$ cat src/rtl/psum_accumulator_pn.sv
// psum_accumulator_pn
//   Partial-sum accumulator for the SNN accelerator. One partial sum is collected
//   from each of NUM_PE processing elements per round. The saturated total is added
//   to the addressed neuron's stored membrane potential and compared with THRESH.
//   A membrane-potential packet is then sent, followed by a spike packet if the
//   neuron fired.
//
//   Optional feature: define PSUM_LEAK_EN to subtract LEAK (floored at 0) from the
//   addressed neuron's potential once per round, before the threshold compare.
//
// Ports
//   clk       in   1      clock, rising edge
//   rst_n     in   1      asynchronous active-low reset
//   in_valid  in   1      input packet valid
//   in_ready  out  1      block accepts input this cycle
//   in_data   in   PKT_W  [33:30] src, [29:26] dst, [25:24] type, [11:8] neuron, [7:0] partial
//   out_valid out  1      output packet valid
//   out_ready in   1      downstream accepts output
//   out_data  out  PKT_W  [33:30] dst, [29:26] ADDER_ID, [25:24] type, [11:8] neuron, [7:0] payload
//   err_dup   out  1      sticky: duplicate PE packet seen in a round
module psum_accumulator_pn #(
  parameter int unsigned       NUM_PE   = 3,
  parameter int unsigned       NUM_NEU  = 4,
  parameter int unsigned       PKT_W    = 34,
  parameter int unsigned       DATA_W   = 8,
  parameter int unsigned       ADDR_W   = 4,
  parameter logic [ADDR_W-1:0] ADDER_ID = ADDR_W'(4),
  parameter logic [DATA_W-1:0] THRESH   = DATA_W'(20),
  parameter logic [DATA_W-1:0] LEAK     = DATA_W'(1)
) (
  input  logic             clk,
  input  logic             rst_n,
  input  logic             in_valid,
  output logic             in_ready,
  input  logic [PKT_W-1:0] in_data,
  output logic             out_valid,
  input  logic             out_ready,
  output logic [PKT_W-1:0] out_data,
  output logic             err_dup
);

  // Packet field layout
  localparam int unsigned IDX_W    = 4;
  localparam int unsigned IDX_LSB  = DATA_W;
  localparam int unsigned SRC_LSB  = PKT_W - ADDR_W;
  localparam int unsigned DST_LSB  = PKT_W - 2 * ADDR_W;
  localparam int unsigned TYPE_LSB = DST_LSB - 2;
  localparam int unsigned PAD_W    = TYPE_LSB - IDX_W - DATA_W;
  localparam int unsigned NIDX_W   = (NUM_NEU > 1) ? $clog2(NUM_NEU) : 1;

  // PE addresses start at the address with only the MSB set
  localparam logic [ADDR_W-1:0] PE_BASE  = ADDR_W'(1) << (ADDR_W - 1);
  localparam logic [1:0]        TYPE_MP  = 2'b01;
  localparam logic [1:0]        TYPE_SPK = 2'b10;

`ifdef PSUM_LEAK_EN
  localparam bit LEAK_ON = 1'b1;
`else
  localparam bit LEAK_ON = 1'b0;
`endif
  // With the leak disabled the subtraction degenerates to "minus zero"
  localparam logic [DATA_W-1:0] LEAK_AMT = LEAK_ON ? LEAK : '0;

  typedef enum logic [1:0] {
    S_COLLECT  = 2'd0,
    S_SUM      = 2'd1,
    S_SEND_MP  = 2'd2,
    S_SEND_SPK = 2'd3
  } state_e;

  state_e              state_q, state_d;
  logic                in_ready_q, in_ready_d;
  logic                out_valid_q, out_valid_d;
  logic [PKT_W-1:0]    out_data_q, out_data_d;
  logic                err_dup_q, err_dup_d;
  logic                fire_q, fire_d;
  logic [NUM_PE-1:0]   bitmap_q, bitmap_d;
  logic [DATA_W-1:0]   acc_q, acc_d;
  logic [IDX_W-1:0]    idx_q, idx_d;
  logic [ADDR_W-1:0]   dst_q, dst_d;
  logic [DATA_W-1:0]   pot_q [NUM_NEU];
  logic                pot_we;
  logic [DATA_W-1:0]   pot_wdata;

  // Input packet decode
  logic [ADDR_W-1:0]   in_src, in_dst, pe_idx;
  logic [IDX_W-1:0]    in_idx;
  logic [DATA_W-1:0]   in_part;
  logic [NUM_PE-1:0]   pe_bit;
  logic                pe_ok, bit_set, in_xfer, out_xfer;
  logic                unused_in;

  assign in_src  = in_data[SRC_LSB +: ADDR_W];
  assign in_dst  = in_data[DST_LSB +: ADDR_W];
  assign in_idx  = in_data[IDX_LSB +: IDX_W];
  assign in_part = in_data[DATA_W-1:0];
  assign unused_in = ^{in_data[TYPE_LSB +: 2], in_data[IDX_LSB + IDX_W +: PAD_W]};

  // Sources below PE_BASE wrap to large indices and are dropped like any other out-of-range PE
  assign pe_idx  = in_src - PE_BASE;
  assign pe_ok   = (32'(pe_idx) < NUM_PE) && (in_dst == ADDER_ID);
  assign pe_bit  = NUM_PE'(1) << pe_idx;
  assign bit_set = |(bitmap_q & pe_bit);

  assign in_xfer  = in_valid && in_ready_q;
  assign out_xfer = out_valid_q && out_ready;

  // Saturating datapath
  logic [DATA_W:0]     acc_sum, pot_sum;
  logic [DATA_W-1:0]   acc_sat, pot_sat, pot_rd, v_leak;
  logic                fire_c;

  assign acc_sum = {1'b0, acc_q} + {1'b0, in_part};
  assign acc_sat = acc_sum[DATA_W] ? '1 : acc_sum[DATA_W-1:0];
  assign pot_rd  = pot_q[idx_q[NIDX_W-1:0]];
  assign pot_sum = {1'b0, pot_rd} + {1'b0, acc_q};
  assign pot_sat = pot_sum[DATA_W] ? '1 : pot_sum[DATA_W-1:0];
  assign v_leak  = (pot_sat >= LEAK_AMT) ? (pot_sat - LEAK_AMT) : '0;
  assign fire_c  = (v_leak >= THRESH);
  assign pot_wdata = fire_c ? '0 : v_leak;

  // Next-state and output logic
  always_comb begin
    state_d     = state_q;
    out_valid_d = out_valid_q;
    out_data_d  = out_data_q;
    err_dup_d   = err_dup_q;
    fire_d      = fire_q;
    bitmap_d    = bitmap_q;
    acc_d       = acc_q;
    idx_d       = idx_q;
    dst_d       = dst_q;
    pot_we      = 1'b0;

    unique case (state_q)
      S_COLLECT: begin
        if (in_xfer && pe_ok) begin
          if (bit_set) begin
            err_dup_d = 1'b1;
          end else begin
            bitmap_d = bitmap_q | pe_bit;
            acc_d    = acc_sat;
            dst_d    = in_src;
            // Neuron index comes from the first counted packet of the round
            if (bitmap_q == '0) idx_d = in_idx;
            if (&bitmap_d) state_d = S_SUM;
          end
        end
      end
      S_SUM: begin
        pot_we   = 1'b1;
        fire_d   = fire_c;
        bitmap_d = '0;
        acc_d    = '0;
        state_d  = S_SEND_MP;
      end
      S_SEND_MP: begin
        if (out_xfer) begin
          out_valid_d = 1'b0;
          state_d     = fire_q ? S_SEND_SPK : S_COLLECT;
        end else if (!out_valid_q) begin
          // Payload is read after the SUM write, so it is the updated potential
          out_valid_d = 1'b1;
          out_data_d  = {dst_q, ADDER_ID, TYPE_MP, {PAD_W{1'b0}}, idx_q, pot_rd};
        end
      end
      S_SEND_SPK: begin
        if (out_xfer) begin
          out_valid_d = 1'b0;
          state_d     = S_COLLECT;
        end else if (!out_valid_q) begin
          out_valid_d = 1'b1;
          out_data_d  = {dst_q, ADDER_ID, TYPE_SPK, {PAD_W{1'b0}}, idx_q, DATA_W'(idx_q)};
        end
      end
      default: state_d = S_COLLECT;
    endcase

    in_ready_d = (state_d == S_COLLECT);
  end

  // Control and output registers
  always_ff @(posedge clk or negedge rst_n) begin
    if (!rst_n) begin
      state_q     <= S_COLLECT;
      in_ready_q  <= 1'b0;
      out_valid_q <= 1'b0;
      out_data_q  <= '0;
      err_dup_q   <= 1'b0;
      fire_q      <= 1'b0;
      bitmap_q    <= '0;
      acc_q       <= '0;
      idx_q       <= '0;
      dst_q       <= '0;
    end else begin
      state_q     <= state_d;
      in_ready_q  <= in_ready_d;
      out_valid_q <= out_valid_d;
      out_data_q  <= out_data_d;
      err_dup_q   <= err_dup_d;
      fire_q      <= fire_d;
      bitmap_q    <= bitmap_d;
      acc_q       <= acc_d;
      idx_q       <= idx_d;
      dst_q       <= dst_d;
    end
  end

  // Membrane potential store
  always_ff @(posedge clk or negedge rst_n) begin
    if (!rst_n) begin
      for (int i = 0; i < int'(NUM_NEU); i++) pot_q[i] <= '0;
    end else if (pot_we) begin
      pot_q[idx_q[NIDX_W-1:0]] <= pot_wdata;
    end
  end

  assign in_ready  = in_ready_q;
  assign out_valid = out_valid_q;
  assign out_data  = out_data_q;
  assign err_dup   = err_dup_q;

endmodule

$ cat config.mk
export PLATFORM = sky130hd
export DESIGN_NAME = psum_accumulator_pn
export DESIGN_NICKNAME = d
export VERILOG_FILES = /design/src/rtl/psum_accumulator_pn.sv
export SDC_FILE = /design/constraint.sdc
export NUM_CORES = 1
export LEC_CHECK = 0
export BUFFER_PORTS_ARGS = -buffer_cell sky130_fd_sc_hd__clkbuf_2
export CAP_MARGIN = 0
export CORE_UTILIZATION = 49
export DETAILED_ROUTE_END_ITERATION = 7
export PLACE_DENSITY = 0.72
export SLEW_MARGIN = 20
export SYNTH_ARGS = -nofsm -noshare
export SYNTH_HDL_FRONTEND = slang
export SYNTH_SLANG_ARGS = --single-unit
$ cat constraint.sdc
create_clock -name clk -period 9.7 [get_ports clk]
set_input_delay 0.97 -clock clk [delete_from_list [all_inputs] [get_ports clk]]
set_output_delay 0.97 -clock clk [all_outputs]
set_load 0.05 [all_outputs]
==> results of run 1 <==
[registers in the layout, summed over array words and instances (netlist names)]
signal	count
in_ready	1
out_data	19
state_q	2
dst_q	4
pot_q	32
err_dup	1
out_valid	1
acc_q	8
idx_q	4
bitmap_q	3
fire_q	1
[cell type report]
class                   count  share of cell area [%]
repair buffers             45                    5.08
flip-flops and latches     76                    42.4
clock buffers               9                    2.76
clock inverters             7                    1.84
inverters                   6                   0.502
well taps                 102                    2.85
multi-input cells         289                    44.5
[through the flow]
stage	hold slack [ns]	utilization (%)	instance area (um^2)
after global routing	0.487	57.1	4480
after detailed placement	0.451	54.5	4280
final	0.474	57.1	4480
after floorplan	0.427	-	4090
after global placement	0.445	54.5	4280
after CTS	0.474	57.1	4480
[critical path: stages (launching register included)]
cell	delay, ns
dfrtp_1	0.80
mux4_2	0.61
ha_1	0.26
fa_1	0.49
a211oi_2	0.33
nor4_1	0.09
or4_4	0.55
nor4_4	0.41
nand3b_2	0.19
o21ai_1	0.18
[worst max-delay path by stage]
stage / startpoint / end / slack [ns]
detailed placement: idx_q[0] / pot_q[20] / 5.70
floorplan: idx_q[0] / pot_q[24] / 6.22
CTS: idx_q[0] / pot_q[12] / 5.63
finish: idx_q[0] / pot_q[12] / 5.68
global route: idx_q[0] / pot_q[27] / 5.39
global placement: idx_q[0] / pot_q[12] / 5.70
[power breakdown]
part	internal [mW]	switching (mW)	leakage [nW]	total (mW)
registers	0.326	0.0149	1.04	0.341
clock network	0.123	0.128	0.0984	0.250
logic	0.0476	0.0796	1.02	0.127
[routing by layer]
metal / track usage, % / vias to the layer above
li1: - / 1447
met1: 28.3 / 1420
met2: 34.6 / 83
met3: 4.60 / 13
met4: 6.67 / 0
met5: 0 / -
[synthesized netlist by cell type (2+ instances only)]
cell type	n
nand2_1	50
fa_1	2
ha_1	16
a211oi_1	5
o31ai_1	2
dfrtp_1	76
o21ai_1	40
inv_1	6
nand2b_1	10
and3_1	3
nand3_2	2
nor3_1	6
mux2_1	14
a21o_1	5
and2_1	13
o21ai_0	5
nand3b_1	3
mux4_2	8
mux2i_1	7
a22o_1	5
o21a_1	2
nor2b_1	4
nor2_1	25
buf_2	2
clkbuf_1	12
buf_4	15
o22ai_1	2
nand4_1	3
a21oi_1	12
[logic make-up (layout without fill, tap and decap cells)]
| logic type | count (synthesis) | in the layout |
|---|---|---|
| buffers and inverters | 35 | 67 |
| muxes | 31 | 31 |
| and+or+nand+nor | 133 | 133 |
| other | 1 | 15 |
| xor gates and xnor gates | 1 | 1 |
| AOI/OAI and AO/OA | 91 | 91 |
| DFF | 76 | 76 |
| adders and majority gates | 18 | 18 |
==> metrics.md, run 1 <==
| Metric | Value |
|---|---|
| Post-CTS Repair Setup Buffers | 0 |
| Via count | 2,963 |
| Vias in the first global route | 2,993 |
| Die Wd | 92.8 um |
| Met3 wire len | 393 um |
| Die height | 92.8 um |
| Power consumption | 0.719 mW |
| WP data arrival | 4.29 ns |
| I/O pin count | 75 |
| Area of the mapped netlist | 4040 um^2 |
| Area of the multi-input gates | 2000 um^2 |
| Worst vdd ir | 0.0865 mV |
| Worst reg2reg path depth | 9 |
| Req. time, crit path | 9.97 ns |
| Final Net Count | 483 |
| FF-to-FF End | pot_q[12] |
| Avg Cell Area, Syn | 10.5 um^2 |
| RR Startpoint | idx_q[0] |
| CTS Buf Count | 9 |
| M1 WL | 3850 um |
| Dpl hpwl | 6080 um |
| Tcrit/Tclk final | 41.4% |
| Overall Global Routing Usage | 21.2% |
| Crit path time final | 4.02 ns |
| Row Count | 32 |
| CTS max path bufs | 2 |
| Clock Latency Late Sink | 0.35 ns |
| R2R setup slack | 5.68 ns |
| Outcome | completed |
| Most common cell after layout, fill and taps aside | dfrtp_1 |
| Leak pwr | 2.16 nW |
| Highest clock rate | 0.249 GHz |
| Routed WL per cell | 15.8 um |
| Drt drc | 0 |
| Post-synthesis simple-gate area fraction | 17.2% |
| Number of synthesis warnings | 0 |
| CTS tree | built |
| First-pass GRT wire length | 14,100 um |
| Sink Count | 76 |
| Crit path launch type | register |
| Final Max Tran Viols | 0 |
| Die footprint | 8600 um^2 |
| Rel. slew slack | 33.7% |
| Register area share after synthesis | 47.1% |
| Htree depth | 3 |
| Post-synth cell types | 60 |
| Hold Vio Cnt, Final | 0 |
| Area grow syn2layout | 11.1% |
| Post-route ant nets | 0 |
| Core Area | 7850 um^2 |
| Initial Util | 51.4% |
| Setup crit end kind | register |
| Power per cell area | 160 nW/um^2 |
| N_diodes | 0 |
| RSZ-0062 raised after global routing | false |
| Cell taking the most area after synthesis | dfrtp_1 |
| Share of cells above drive strength 1 | 18.5% |
| Worst Tran Pin Value | 0.994 ns |
| Setup slack after placement | 5.70 ns |
| FF+latch area | 1900 um^2 |
| Max Cap Viol | 0 |
| Met2 WL | 4040 um |
| Synth Flop Type | dfrtp_1 |
| Synth Area in Compound Gates | 13.9% |
| Synth area leaders | dfrtp_1 47%, ha_1 5.0%, o21ai_1 5.0%, nand2_1 4.6%, mux4_2 4.5% |
| Clock slew at reported path FFs | 0.09 ns |
| Total grt overflow | 0 |
| Hold Path Class | register to register |
| PostCTS Resize Cnt | 0 |
| DRT Wirelength | 8420 um |
| DR vias/cell | 5.55 |
| Final setup TNS | 0 ns |
| Number of port buffers | 45 |
| Largest family of logic cells by synthesized area | simple AND/OR/NAND/NOR gates |
| Synth Area in Adders | 5.95% |
| Fin Clk Skew | 0.00922 ns |
| DR top layer | met4 |
| Placer congestion estimate | 0.825 |
| Hold Crit Depth | 1 |
| Setup ws final | 5.68 ns |
| Hold wc startpoint | err_dup |
| Largest net degree at the start of global routing | 77 |
| Count of hold-fix buffers inserted at cts | 0 |
| Number of antenna violations at the first check in global routing | 0 |
| Crit Path Class | register to register |
| Async set-reset flop share out of synthesis | 100% |
| DP Cell Count | 518 |
| Initial DRC count | 152 |
| FF+latch count, synth | 76 |
| Post-synth EDFFs | 0 |
| Layout fillers | 719 |
| Final Instance Count excl. Fillers | 534 |
| DR pass1 iterations | 4 |
| CP max FO | 15 |
| Xor/xnor share of the synthesized area | 0.217% |
| Root Buffer Master | clkbuf_8 |
| Commonest cells after routing, fill and taps aside | 76 x dfrtp_1, 50 x nand2_1, 44 x clkbuf_2, 40 x o21ai_1, 25 x nor2_1 |
| Synth Instances | 386 |
| # setup viols final | 0 |
| Mux cell area share after synthesis | 10.7% |
| Worst Hold End | err_dup |
| Yosys top cell area share | 47.1% |
No activity file was read; power rests on OpenSTA's default activity.
==> run 2: changes to the inputs <==
==> constraint.sdc (replaced) <==
create_clock -name clk -period 4.1 [get_ports clk]
set_input_delay 0.41 -clock clk [delete_from_list [all_inputs] [get_ports clk]]
set_output_delay 0.41 -clock clk [all_outputs]
set_load 0.05 [all_outputs]
==> metrics.md, run 2 (synthesized netlist as in run 1, its figures left out) <==
| Metric | Value |
|---|---|
| Outcome | completed |
| First-pass GRT wire length | 14,300 um (+1.2%) |
| Leak pwr | 2.18 nW (+0.80%) |
| Area grow syn2layout | 11.4% |
| CTS Buf Count | 9 (unchanged) |
| Root Buffer Master | clkbuf_8 |
| DR vias/cell | 5.64 (+1.7%) |
| Post-route ant nets | 0 (unchanged) |
| Die height | 92.8 um (unchanged) |
| RR Startpoint | idx_q[1] |
| Overall Global Routing Usage | 21.2% (about the same) |
| Crit path launch type | register |
| Dpl hpwl | 6150 um (+1.2%) |
| Clock Latency Late Sink | 0.35 ns (about the same) |
| DRT Wirelength | 8370 um (-0.57%) |
| # setup viols final | 0 (unchanged) |
| Max Cap Viol | 0 (unchanged) |
| RSZ-0062 raised after global routing | false |
| Final Max Tran Viols | 0 (unchanged) |
| CTS max path bufs | 2 (unchanged) |
| Total grt overflow | 0 (unchanged) |
| Die Wd | 92.8 um (unchanged) |
| Rel. slew slack | 34.2% (+0.47 points) |
| I/O pin count | 75 (unchanged) |
| Power per cell area | 372 nW/um^2 (+130%) |
| Final Instance Count excl. Fillers | 537 (+0.56%) |
| DR pass1 iterations | 4 (unchanged) |
| Count of hold-fix buffers inserted at cts | 0 (unchanged) |
| Setup ws final | 0.492 ns (-5.19 ns) |
| Placer congestion estimate | 0.805 (-2.4%) |
| PostCTS Resize Cnt | 0 (unchanged) |
| N_diodes | 0 (unchanged) |
| Largest net degree at the start of global routing | 77 (unchanged) |
| Placed instance area | 4310 um^2 (+0.70%) |
| Row Count | 32 (unchanged) |
| Final setup TNS | 0 ns (unchanged) |
| Crit-path max cell delay | 0.59 ns (-0.21 ns) |
| Setup slack after placement | 0.537 ns (-5.16 ns) |
| Setup crit end kind | register |
| Most flops, register | pot_q |
| Die footprint | 8600 um^2 (unchanged) |
| Req. time, crit path | 4.36 ns (-5.61 ns) |
| R2R setup slack | 0.49 ns (-5.19 ns) |
| FF-to-FF End | pot_q[8] |
| Number of antenna violations at the first check in global routing | 0 (unchanged) |
| Drt drc | 0 (unchanged) |
| Vias in the first global route | 2,936 (-1.9%) |
| Number of port buffers | 45 (unchanged) |
| Slowest CP cell | dfrtp_1 |
| Worst Tran Pin Value | 0.987 ns (-0.00700 ns) |
| Worst reg2reg path depth | 9 (unchanged) |
| Layout fillers | 697 (-3.1%) |
| Tcrit/Tclk final | 88.0% (+47 points) |
| Htree depth | 3 (unchanged) |
| Crit path time final | 3.61 ns (-0.409 ns) |
| Crit Path Class | register to register |
| Initial Util | 51.4% (unchanged) |
| Clock slew at reported path FFs | 0.08 ns (about the same) |
| Most common cell after layout, fill and taps aside | dfrtp_1 |
| Routed WL per cell | 15.6 um (-1.1%) |
| Post-CTS Repair Setup Buffers | 0 (unchanged) |
| Commonest cells after routing, fill and taps aside | 76 x dfrtp_1, 50 x nand2_1, 44 x clkbuf_2, 40 x o21ai_1, 25 x nor2_1 |
| Core Area | 7850 um^2 (unchanged) |
| Worst vdd ir | 0.201 mV (+130%) |
| WP data arrival | 3.87 ns (-0.42 ns) |
| Highest clock rate | 0.277 GHz (+11%) |
| Initial DRC count | 141 (-7.2%) |
| Final Net Count | 487 (+0.83%) |
| Cell Chain, Critical Path | mux4_2 > ha_1 > fa_1 > a211oi_2 > nor4_1 > or4_4 > nor4_4 > nand3_2 > o21ai_1 |
| Via count | 3,030 (+2.3%) |
| CP max FO | 9 (-6) |
| Fin area | 4500 um^2 (+0.28%) |
| DP Cell Count | 522 (+0.77%) |
| Sink Count | 76 (unchanged) |
| Share of cells above drive strength 1 | 19.1% (+0.56 points) |
| CTS tree | built |
| Power consumption | 1.67 mW (+130%) |
| Hold Vio Cnt, Final | 0 (unchanged) |
| Largest register FFs | 32 (unchanged) |
| Hold Path Class | input pin to asynchronous set/reset pin |
| Fin Clk Skew | 0.00776 ns (-0.00146 ns) |
## run 2: cell types whose count changed in the layout (fill, tap and decap cells not counted), sizes merged
cell and delta:
buf +4, clkinv +2, clkinvlp -1, inv -2
## run 2: worst max-delay path by stage
stage                     cells past startpoint   endpoint  slack (ns)      from
after CTS                                     9   pot_q[8]        0.49  idx_q[1]
after detailed placement                      9  pot_q[16]        0.54  idx_q[1]
after global placement                        9  pot_q[20]        0.60  idx_q[0]
after floorplan                              10  pot_q[24]        0.62  idx_q[0]
after global routing                          9   pot_q[8]        0.31  idx_q[1]
final                                         9   pot_q[8]        0.49  idx_q[1]
## run 2: power breakdown
group	internal [mW]	total, mW	leakage, nW	switching, mW
Clock	0.279	0.560	0.0955	0.281
Combinational	0.116	0.312	1.04	0.196
Sequential	0.773	0.799	1.04	0.0267
Total	1.17	1.67	2.18	0.504
## run 2: final cells by class
class,instances,area (um^2),share of cell area [%]
Inverter,6,22.5,0.501
Sequential cell,76,1900,42.3
Timing Repair Buffer,49,258,5.73
Clock inverter,6,65.1,1.45
Multi-Input combinational cell,289,2000,44.4
Clock buffer,9,124,2.76
Tap cell,102,128,2.84
## run 2: critical path, delay by kind of cell (launching register included)
kind,cells,cell delay [ns]
AND/OR/NAND/NOR,4,1.28
adder cells (fa/ha/maj),2,0.74
flip-flops,1,0.59
AO/OA/AOI/OAI,2,0.50
multiplexers,1,0.41
## run 2: through the flow
| step | util, % | hold WS [ns] |
|---|---|---|
| floorplan | - | 0.114 |
| global placement | 54.9 | 0.446 |
| detailed placement | 54.9 | 0.454 |
| CTS | 57.3 | 0.236 |
| global route | 57.3 | 0.258 |
| finish | 57.3 | 0.193 |
## run 2: routing by layer
metal  vias up  share of wire (%)  wire, um  global-route usage (%)
met1      1486                 46      3860                    29.0
met3        15                4.3       360                    3.53
li1       1439                  -         -                       -
met4         0                2.0       167                    7.82
met5         -                  0         0                       0
met2        90                 48      3990                    34.1
==> run 3: changes to the inputs <==
--- a/config.mk
+++ b/config.mk
@@ -10,6 +10,7 @@
 export CORE_UTILIZATION = 49
 export DETAILED_ROUTE_END_ITERATION = 7
 export PLACE_DENSITY = 0.72
+export REMOVE_ABC_BUFFERS = 1
 export SLEW_MARGIN = 20
 export SYNTH_ARGS = -nofsm -noshare
 export SYNTH_HDL_FRONTEND = slang
==> metrics.md, run 3 (synthesized netlist as in run 1, its figures left out) <==
| Metric | Value |
|---|---|
| Outcome | completed |
| Clock slew at reported path FFs | 0.09 ns (about the same) |
| # setup viols final | 0 (unchanged) |
| Final Max Tran Viols | 0 (unchanged) |
| Most common cell after layout, fill and taps aside | dfrtp_1 |
| DRT Wirelength | 7980 um (-4.7%) |
| Fin Clk Skew | 0.0115 ns (+0.00377 ns) |
| Leak pwr | 2.17 nW (-0.33%) |
| Setup crit end kind | register |
| Commonest cells after routing, fill and taps aside | 76 x dfrtp_1, 50 x nand2_1, 44 x clkbuf_2, 40 x o21ai_1, 25 x nor2_1 |
| Post-CTS Repair Setup Buffers | 0 (unchanged) |
| Htree depth | 3 (unchanged) |
| Worst reg2reg path depth | 9 (unchanged) |
| Dpl hpwl | 5930 um (-3.6%) |
| Final Net Count | 486 (-0.21%) |
| First-pass GRT wire length | 13,800 um (-3.2%) |
| Routed WL per cell | 14.9 um (-4.7%) |
| Crit Path Class | register to register |
| Number of antenna violations at the first check in global routing | 0 (unchanged) |
| Placer congestion estimate | 0.814 (+1.0%) |
| Root Buffer Master | clkbuf_8 |
| DR vias/cell | 5.47 (-3.1%) |
| RR Startpoint | idx_q[0] |
| Count of hold-fix buffers inserted at cts | 0 (unchanged) |
| R2R setup slack | 0.50 ns (about the same) |
| CP max FO | 14 (+5) |
| I/O pin count | 75 (unchanged) |
| Vias in the first global route | 2,854 (-2.8%) |
| Number of port buffers | 45 (unchanged) |
| Row Count | 32 (unchanged) |
| Drt drc | 0 (unchanged) |
| Initial Util | 51.4% (unchanged) |
| Core Area | 7850 um^2 (unchanged) |
| Total grt overflow | 0 (unchanged) |
| DP Cell Count | 521 (-0.19%) |
| Tcrit/Tclk final | 87.8% (-0.16 points) |
| Die footprint | 8600 um^2 (unchanged) |
| Highest clock rate | 0.278 GHz (+0.18%) |
| Crit path launch type | register |
| Final Instance Count excl. Fillers | 537 (unchanged) |
| Sink Count | 76 (unchanged) |
| Req. time, crit path | 4.36 ns (about the same) |
| Die height | 92.8 um (unchanged) |
| N_diodes | 0 (unchanged) |
| Post-route ant nets | 0 (unchanged) |
| Share of cells above drive strength 1 | 19.1% (unchanged) |
| Largest register FFs | 32 (unchanged) |
| Most flops, register | pot_q |
| Hold Path Class | input pin to asynchronous set/reset pin |
| Final setup TNS | 0 ns (unchanged) |
| Worst vdd ir | 0.196 mV (-2.6%) |
| Clock Latency Late Sink | 0.35 ns (about the same) |
| CTS max path bufs | 2 (unchanged) |
| WP data arrival | 3.86 ns (about the same) |
| Rel. slew slack | 34.9% (+0.77 points) |
| Hold Vio Cnt, Final | 0 (unchanged) |
| Layout fillers | 680 (-2.4%) |
| Power per cell area | 365 nW/um^2 (-1.8%) |
| CTS tree | built |
| RSZ-0062 raised after global routing | false |
| Die Wd | 92.8 um (unchanged) |
| Initial DRC count | 149 (+5.7%) |
| Overall Global Routing Usage | 20.6% (-0.59 points) |
| Worst Tran Pin Value | 0.976 ns (-0.0115 ns) |
| Area grow syn2layout | 11.3% |
| Max Cap Viol | 0 (unchanged) |
| Largest net degree at the start of global routing | 77 (unchanged) |
| DR pass1 iterations | 4 (unchanged) |
| PostCTS Resize Cnt | 0 (unchanged) |
| Via count | 2,937 (-3.1%) |
| CTS Buf Count | 9 (unchanged) |
| Crit path time final | 3.60 ns (-0.00659 ns) |
| FF-to-FF End | pot_q[0] |
==> run 3: power by group <==
group          leakage (nW)  internal [mW]  total (mW)  switching, mW
Combinational          1.04          0.114       0.307          0.193
Clock                0.0936          0.233       0.535          0.303
Sequential             1.04          0.773       0.797         0.0243
==> run 3: layer usage <==
metal  routed length (um)  track usage (%)
met1                 3730             27.0
met2                 3740             33.4
met3                  324             5.58
met4                  184             6.54
met5                    0                0
==> run 3: worst max path at each step <==
stage / slack [ns] / cells past startpoint / start / endpoint
finish: 0.50 / 9 / idx_q[0] / pot_q[0]
global route: 0.29 / 9 / idx_q[0] / pot_q[0]
CTS: 0.49 / 9 / idx_q[0] / pot_q[0]
detailed placement: 0.51 / 9 / idx_q[0] / pot_q[0]
global placement: 0.61 / 9 / idx_q[0] / pot_q[8]
floorplan: 0.54 / 9 / idx_q[0] / pot_q[16]
==> run 3: cell type report <==
cell class                      count  area [um^2]  area share, %
Multi-Input combinational cell    289         2000           44.5
Inverter                            6         22.5          0.502
Sequential cell                    76         1900           42.4
Timing Repair Buffer               48          250           5.57
Tap cell                          102          128           2.84
Clock buffer                        9          124           2.76
Clock inverter                      7         67.6           1.50
==> run 3: stage by stage <==
stage	cell area, um^2	total power, mW	worst slack [ns]	hold WS [ns]	utilization [%]
finish	4490	1.64	0.499	0.178	57.2
global route	4490	1.73	0.288	0.263	57.2
CTS	4490	1.66	0.490	0.221	57.2
detailed placement	4300	1.12	0.508	0.450	54.8
global placement	4300	1.11	0.611	0.445	54.8
floorplan	3920	1.04	0.542	0.114	-
==> run 3: worst max-delay path, stage by stage (launching register included) <==
cell and delay, ns:
dfrtp_1 0.38, buf_4 0.25, mux4_2 0.59, fa_1 0.51
a211oi_2 0.32, nor4_1 0.09, or4_4 0.54, nor4_4 0.45
nand3_2 0.19, o21ai_1 0.19
